[src/rtl/load_unit.sv]
// rtl/load_unit.sv - Data-memory load unit: request latch, bus read with timeout, align and extend.
// Optional LOAD_ALIGN_CHECK_EN: reject misaligned halfword/word loads with err_code 01.
module load_unit #(
  parameter int MAX_WAIT = 15
) (
  input  logic        clk,
  input  logic        reset,
  input  logic        req_valid,
  output logic        req_ready,
  input  logic [31:0] req_addr,
  input  logic [1:0]  req_lwhb,
  input  logic        req_unsigned,
  input  logic [4:0]  req_rd,
  output logic        stall,
  output logic        bus_re,
  output logic [31:0] bus_addr,
  input  logic        bus_ack,
  input  logic [31:0] bus_rdata,
  output logic        wb_valid,
  output logic [4:0]  wb_rd,
  output logic [31:0] wb_data,
  output logic        err,
  output logic [1:0]  err_code
);

  typedef enum logic [1:0] {IDLE, WAIT, DONE} state_t;

  localparam logic [7:0] LAST_WAIT = 8'(MAX_WAIT - 1);

  state_t      state;
  logic [7:0]  wait_cnt;
  logic [1:0]  addr_lo;
  logic [1:0]  size;
  logic        is_unsigned;
  logic [31:0] load_data;
  logic [15:0] half;
  logic [7:0]  byte_sel;
  logic        misaligned;

  assign req_ready = (state == IDLE);
  assign stall     = (state == WAIT) | ((state == IDLE) & req_valid);

`ifdef LOAD_ALIGN_CHECK_EN
  assign misaligned = (req_lwhb == 2'b10) ? req_addr[0]
                                          : ((req_lwhb != 2'b11) && (req_addr[1:0] != 2'b00));
`else
  assign misaligned = 1'b0;
`endif

  // Extraction uses the latched request fields against the word arriving with bus_ack.
  always_comb begin
    half      = addr_lo[1] ? bus_rdata[31:16] : bus_rdata[15:0];
    byte_sel  = bus_rdata[7:0];
    case (addr_lo)
      2'b01:   byte_sel = bus_rdata[15:8];
      2'b10:   byte_sel = bus_rdata[23:16];
      2'b11:   byte_sel = bus_rdata[31:24];
      default: byte_sel = bus_rdata[7:0];
    endcase
    case (size)
      2'b10:   load_data = {{16{~is_unsigned & half[15]}}, half};
      2'b11:   load_data = {{24{~is_unsigned & byte_sel[7]}}, byte_sel};
      default: load_data = bus_rdata;
    endcase
  end

  always_ff @(posedge clk or posedge reset) begin
    if (reset) begin
      state       <= IDLE;
      wait_cnt    <= 8'd0;
      addr_lo     <= 2'b00;
      size        <= 2'b00;
      is_unsigned <= 1'b0;
      bus_re      <= 1'b0;
      bus_addr    <= 32'd0;
      wb_valid    <= 1'b0;
      wb_rd       <= 5'd0;
      wb_data     <= 32'd0;
      err         <= 1'b0;
      err_code    <= 2'b00;
    end else begin
      case (state)
        IDLE: begin
          if (req_valid) begin
            addr_lo     <= req_addr[1:0];
            size        <= req_lwhb;
            is_unsigned <= req_unsigned;
            wb_rd       <= req_rd;
            wait_cnt    <= 8'd0;
            if (misaligned) begin
              state    <= DONE;
              err      <= 1'b1;
              err_code <= 2'b01;
            end else begin
              state    <= WAIT;
              bus_re   <= 1'b1;
              bus_addr <= {req_addr[31:2], 2'b00};
            end
          end
        end
        WAIT: begin
          // An ack on the last allowed cycle still completes normally.
          if (bus_ack) begin
            wb_data  <= load_data;
            wb_valid <= 1'b1;
            bus_re   <= 1'b0;
            state    <= DONE;
          end else if (wait_cnt == LAST_WAIT) begin
            bus_re   <= 1'b0;
            err      <= 1'b1;
            err_code <= 2'b10;
            state    <= DONE;
          end else begin
            wait_cnt <= wait_cnt + 8'd1;
          end
        end
        DONE: begin
          wb_valid <= 1'b0;
          err      <= 1'b0;
          err_code <= 2'b00;
          state    <= IDLE;
        end
        default: state <= IDLE;
      endcase
    end
  end

endmodule

[config.mk]
export PLATFORM = sky130hd
export DESIGN_NAME = load_unit
export DESIGN_NICKNAME = d
export VERILOG_FILES = /design/src/rtl/load_unit.sv
export SDC_FILE = /design/constraint.sdc
export NUM_CORES = 1
export LEC_CHECK = 0
export CAP_MARGIN = 20
export CORE_MARGIN = 8
export CORE_UTILIZATION = 55
export CTS_CLUSTER_DIAMETER = 100
export DETAILED_ROUTE_END_ITERATION = 10
export DONT_BUFFER_PORTS = 1
export PLACE_DENSITY_LB_ADDON = 0.12
export REMOVE_ABC_BUFFERS = 1
export SLEW_MARGIN = 20
export SYNTH_ARGS = -nofsm -noshare
export SYNTH_HDL_FRONTEND = slang
export SYNTH_SLANG_ARGS = --single-unit
[constraint.sdc]
create_clock -name clk -period 7.1 [get_ports clk]
set_input_delay 1.42 -clock clk [delete_from_list [all_inputs] [get_ports clk]]
set_output_delay 1.42 -clock clk [all_outputs]
set_load 0.01 [all_outputs]
Word level (Yosys, flattened, before mapping)
Index checks and enable logic that the tools add are counted.

storage, ports and cells
  flip-flop bits (word level) = 87
  bits of input ports = 76

cells by class
  equal/unequal tests = 14
  bitwise logic cells = 5
  muxes and demuxes = 22
  reductions and logical operators = 10
  add/subtract/negate cells = 1

operators by type and width
  operator                                                                  count
  32-bit one-hot mux with 2 select lines                                    1
  8-bit two-way mux                                                         3
  8-bit one-hot mux with 3 select lines                                     1
  16-bit two-way mux                                                        1
  8-bit one-hot mux with 2 select lines                                     1
  2-bit equality test (second input constant)                               5
  8-bit by 1-bit adder with 8-bit output (second input constant)            1
  8-bit by 4-bit equality test with 1-bit output (second input constant)    1
  2-bit two-way mux                                                         4
  2-bit inequality test (second input constant)                             4
  2-bit one-hot mux with 2 select lines                                     2
  2-bit AND reduction                                                       4
  1-bit two-way mux                                                         6
  1-bit one-hot mux with 2 select lines                                     3
  3-bit AND reduction                                                       2
  2-bit by 1-bit equality test with 1-bit output (second input constant)    2
  4-bit AND reduction                                                       1
  2-bit nonzero test                                                        2
  1-bit bitwise AND                                                         3
  3-bit by 2-bit inequality test with 1-bit output (second input constant)  1
  2-bit logical NOT                                                         1
  2-bit by 1-bit inequality test with 1-bit output (second input constant)  1
  1-bit inverter                                                            1
  1-bit OR                                                                  1

Logic depth before layout (Yosys ltp)
  word-level depth = 4
  depth in mapped cells = 7
  gate-level depth less buffers = 6

Worst setup path after synthesis
OpenSTA, ideal clock, no wires.

  kind = input port to output port
  start = input port req_valid
  end = output port stall
  setup slack = 3.638 ns
  data arrival time = 2.042 ns
  stages = 3
  required time = 5.680 ns
  path buffers = 1
  cell sequence = nand2_1 > buf_1 > nand2b_1

between the ends
  cells in the longest elaborated chain, start to end = 2

RTL lines
  what               RTL line  text
  from (decl)        8         input logic req_valid,
  1-bit bitwise AND  41        assign stall = (state == WAIT) | ((state == IDLE) & req_valid);
  1-bit OR           41
  to (decl)          14        output logic stall,

Every way passes these cells.

Worst setup path after layout
Ends and elaborated chain as after synthesis.

==> summary.txt <==
Placed design
  – Placed cells: 460
  – Sum of net half-perimeters after detailed placement: 7220 microns
  – Routability-driven placement congestion ratio: 0.785
  – # port buffers: 0
  – Worst Setup Slack post-DPL: 4060 ps
  – Area post-placement: 4090 sq um

Logic synthesis
  – Number of enable flip-flop cells after synthesis: 0
  – Fraction of registers with async set/reset: 100%
  – Fraction of the yosys area taken by sequential cells: 52.6%
  – Dominant cells by area after synthesis: dfrtp_1, mux2_2, nand2_1
  – Register bit count reported by yosys: 85
  – Gate Count Post-Synth: 380
  – Cell taking the most area after synthesis: dfrtp_1
  – Predominant post-synthesis flop cell: dfrtp_1
  – Yosys top cell area share: 52.6%
  – Cell area after synthesis: 4050 sq um
  – Number of warnings issued by yosys: 0
  – Top-count cell post-synth: dfrtp_1
  – Most numerous cell types in the synthesized netlist: dfrtp_1, nand2_1, mux2_2, nor2_1, a21oi_1
  – Unique cell type count in the Yosys netlist: 49
  – Syn_area_per_cell: 10.6 sq um

Timing
  – Max-slew violation count: 0
  – Worst max-slew margin expressed relative to the limit: 40.6%
  – Number of setup violations in the final report: 0
  – Tightest Pin Transition: 891 ps
  – Final Hold Vio Count: 0
  – Setup repair after global routing missed its margin: false
  – Highest clock frequency the design can meet: 329 MHz
  – Minimum clock period: 3040 ps
  – Sum of negative setup slack: 0 ps
  – Post-route worst setup slack: 4060 ps
  – Final critical-path share of the clock period: 42.8%
  – Clock Skew: 11.4 ps

Setup path
  – Kind of capture point of the worst setup path: primary output
  – Crit path max-delay cell type: nand2b_1
  – Worst Reg-to-Reg Cells: 3
  – Path type of the worst setup path: primary input to primary output
  – Worst R2R Setup Slack: 4520 ps
  – Crit-path max cell delay: 150 ps
  – Number of buffer and inverter stages on the critical path: 0
  – Required time of the worst setup path: 5680 ps
  – Startpoint types: primary input
  – Arr. time, crit path: 1620 ps
  – Number of cells on the critical path: 2
  – Critical-path maximum fanout: 6
  – Dominant delay contributor by cell family on the critical path: simple AND/OR/NAND/NOR gates
  – Chain of cells forming the critical path: nand2_1 -> nand2b_1

Power and ir drop
  – Static leakage: 1.85 nW
  – Cell Pwr Density: 471 nW/um^2
  – Worst IR Drop VDD: 0.233 mV

Layout
  – Synth-to-Final Area Change: 6.65%
  – Area of the multi-input gates: 1790 sq um
  – Post-layout utilization of the core: 60.1%
  – Net total in the final layout: 454
  – Finished Layout Cells: 476
  – Proportion of layout cells with a drive suffix above 1: 19.6%
  – Post-layout instance area: 4320 sq um
  – Count of antenna diodes in the layout: 0
  – Filler Cell Count: 656
  – Reg area: 2130 sq um

Clock tree
  – Post-CTS Repair Setup Buffers: 0
  – Number of sinks on the clock net: 85
  – Maximum number of buffers from clock root to sink: 2
  – Clock tree from TritonCTS: done
  – CTS clk-pin slew, worst paths: 80 ps
  – Master cell of the clock root buffer: clkbuf_8
  – Insertion delay of the later-clocked pin in the worst-skew pair: 360 ps
  – H-Tree Level Count: 3
  – Number of hold buffers added after CTS: 0
  – CTS Buf Count: 9
  – Number of resized instances in the post-cts repair step: 0

Global route
  – Number of global-route vias before repair: 3131
  – Wire length of the first global-routing pass: 16000 microns
  – Pin count of the biggest net entering global routing: 86
  – GR Overflow Total: 0
  – Antenna violations before repair: 0
  – Overall global routing resource usage: 20.1%

Routing
  – Number of DRC violations after detailed-routing iteration 0: 62
  – Avg WL per Cell: 21.1 microns
  – Remaining antenna violation count: 0
  – Vias: 2814
  – Vias per Instance: 5.91
  – DRC errors left: 0
  – First-pass iteration count of the detailed router: 4
  – Wirelength, routed: 10100 microns

Floorplan
  – Die Ht: 102 microns
  – Die area: 10400 sq um
  – Horiz. Die Dim: 102 microns
  – Std-Cell Core Area: 7180 sq um
  – Initial standard-cell utilization of the core: 56.4%
  – Placement row count: 31
  – Number of ports placed on the die boundary: 152

Outcome
  – Outcome: completed

Worst hold path
  – Worst hold-check path type: register to register
  – Worst hold path depth: 1

Flow run
  – Max-capacitance violation count: 0
-- report_power, final --
part	total [mW]	internal (mW)	switching (mW)
logic	0.611	0.296	0.315
clock network	0.386	0.202	0.184
registers	1.04	0.711	0.324
total	2.03	1.21	0.823
-- layout by cell type (no fill, tap or decap), types with 2 or more instances in the layout --
cell and count:
dfrtp_1 85, a31oi_1 4, nand2b_1 7, clkinv_4 2, mux4_2 2, inv_1 5
nand2_1 47, nor3_1 2, inv_6 2, o21ai_0 18, a221oi_1 7, nand3b_1 8
nand3_1 2, and2_1 5, nor2_1 37, conb_1 3, bufinv_16 2, or2_2 7
a21oi_1 31, buf_4 2, mux2_2 42, ha_1 6, mux2i_1 10, clkbuf_8 9
or4_1 2, a41o_1 2, nor2b_1 2
-- final cells by class --
type / instances / area share [%]
clock buffer: 10 / 2.96
clock inverter: 6 / 2.20
inverter: 7 / 0.638
multi-input combinational: 266 / 41.4
sequential: 85 / 49.3
tap: 99 / 2.87
timing repair buffer: 3 / 0.609
-- registers in the layout, summed over array words and instances, names as in the netlist, 2 cells and up --
signal,flops
addr_lo,2
size,2
wb_data,32
bus_addr,30
state,2
wb_rd,5
wait_cnt,8
-- metal layers --
metal  up-vias  GRT usage [%]  part of all wire, %
met3        13           9.69                   13
met4         0           8.59                  1.7
li1       1306              -                    -
met1      1361           23.1                   39
met5         -              0                    0
met2       134           31.3                   46
-- logic make-up after synthesis --
group / after synthesis / synth area share [%]
compound gates: 74 / 11.5
fa+ha+maj: 6 / 1.86
buf+inv: 31 / 3.43
flops: 85 / 52.6
mux: 54 / 15.3
other cells: 1 / 0.0927
simple gates: 129 / 15.3
-- per-stage QoR --
stage / hold slack (ps) / power, mW
after floorplan: 503 / 1.46
after global placement: 527 / 1.63
after detailed placement: 543 / 1.67
after CTS: 563 / 2.06
after global routing: 580 / 2.18
final: 563 / 2.03
-- path summary, 6_finish.rpt --
kind / start / endpoint
min in group asynchronous: reset / bus_addr[23]
worst max register to register: addr_lo[1] / wb_data[29]
worst min-delay path: is_unsigned / is_unsigned
max in group asynchronous: reset / wb_data[2]
worst max-delay path: req_valid / stall
worst min register to register: is_unsigned / is_unsigned
No activity file was read; power rests on OpenSTA's default activity.
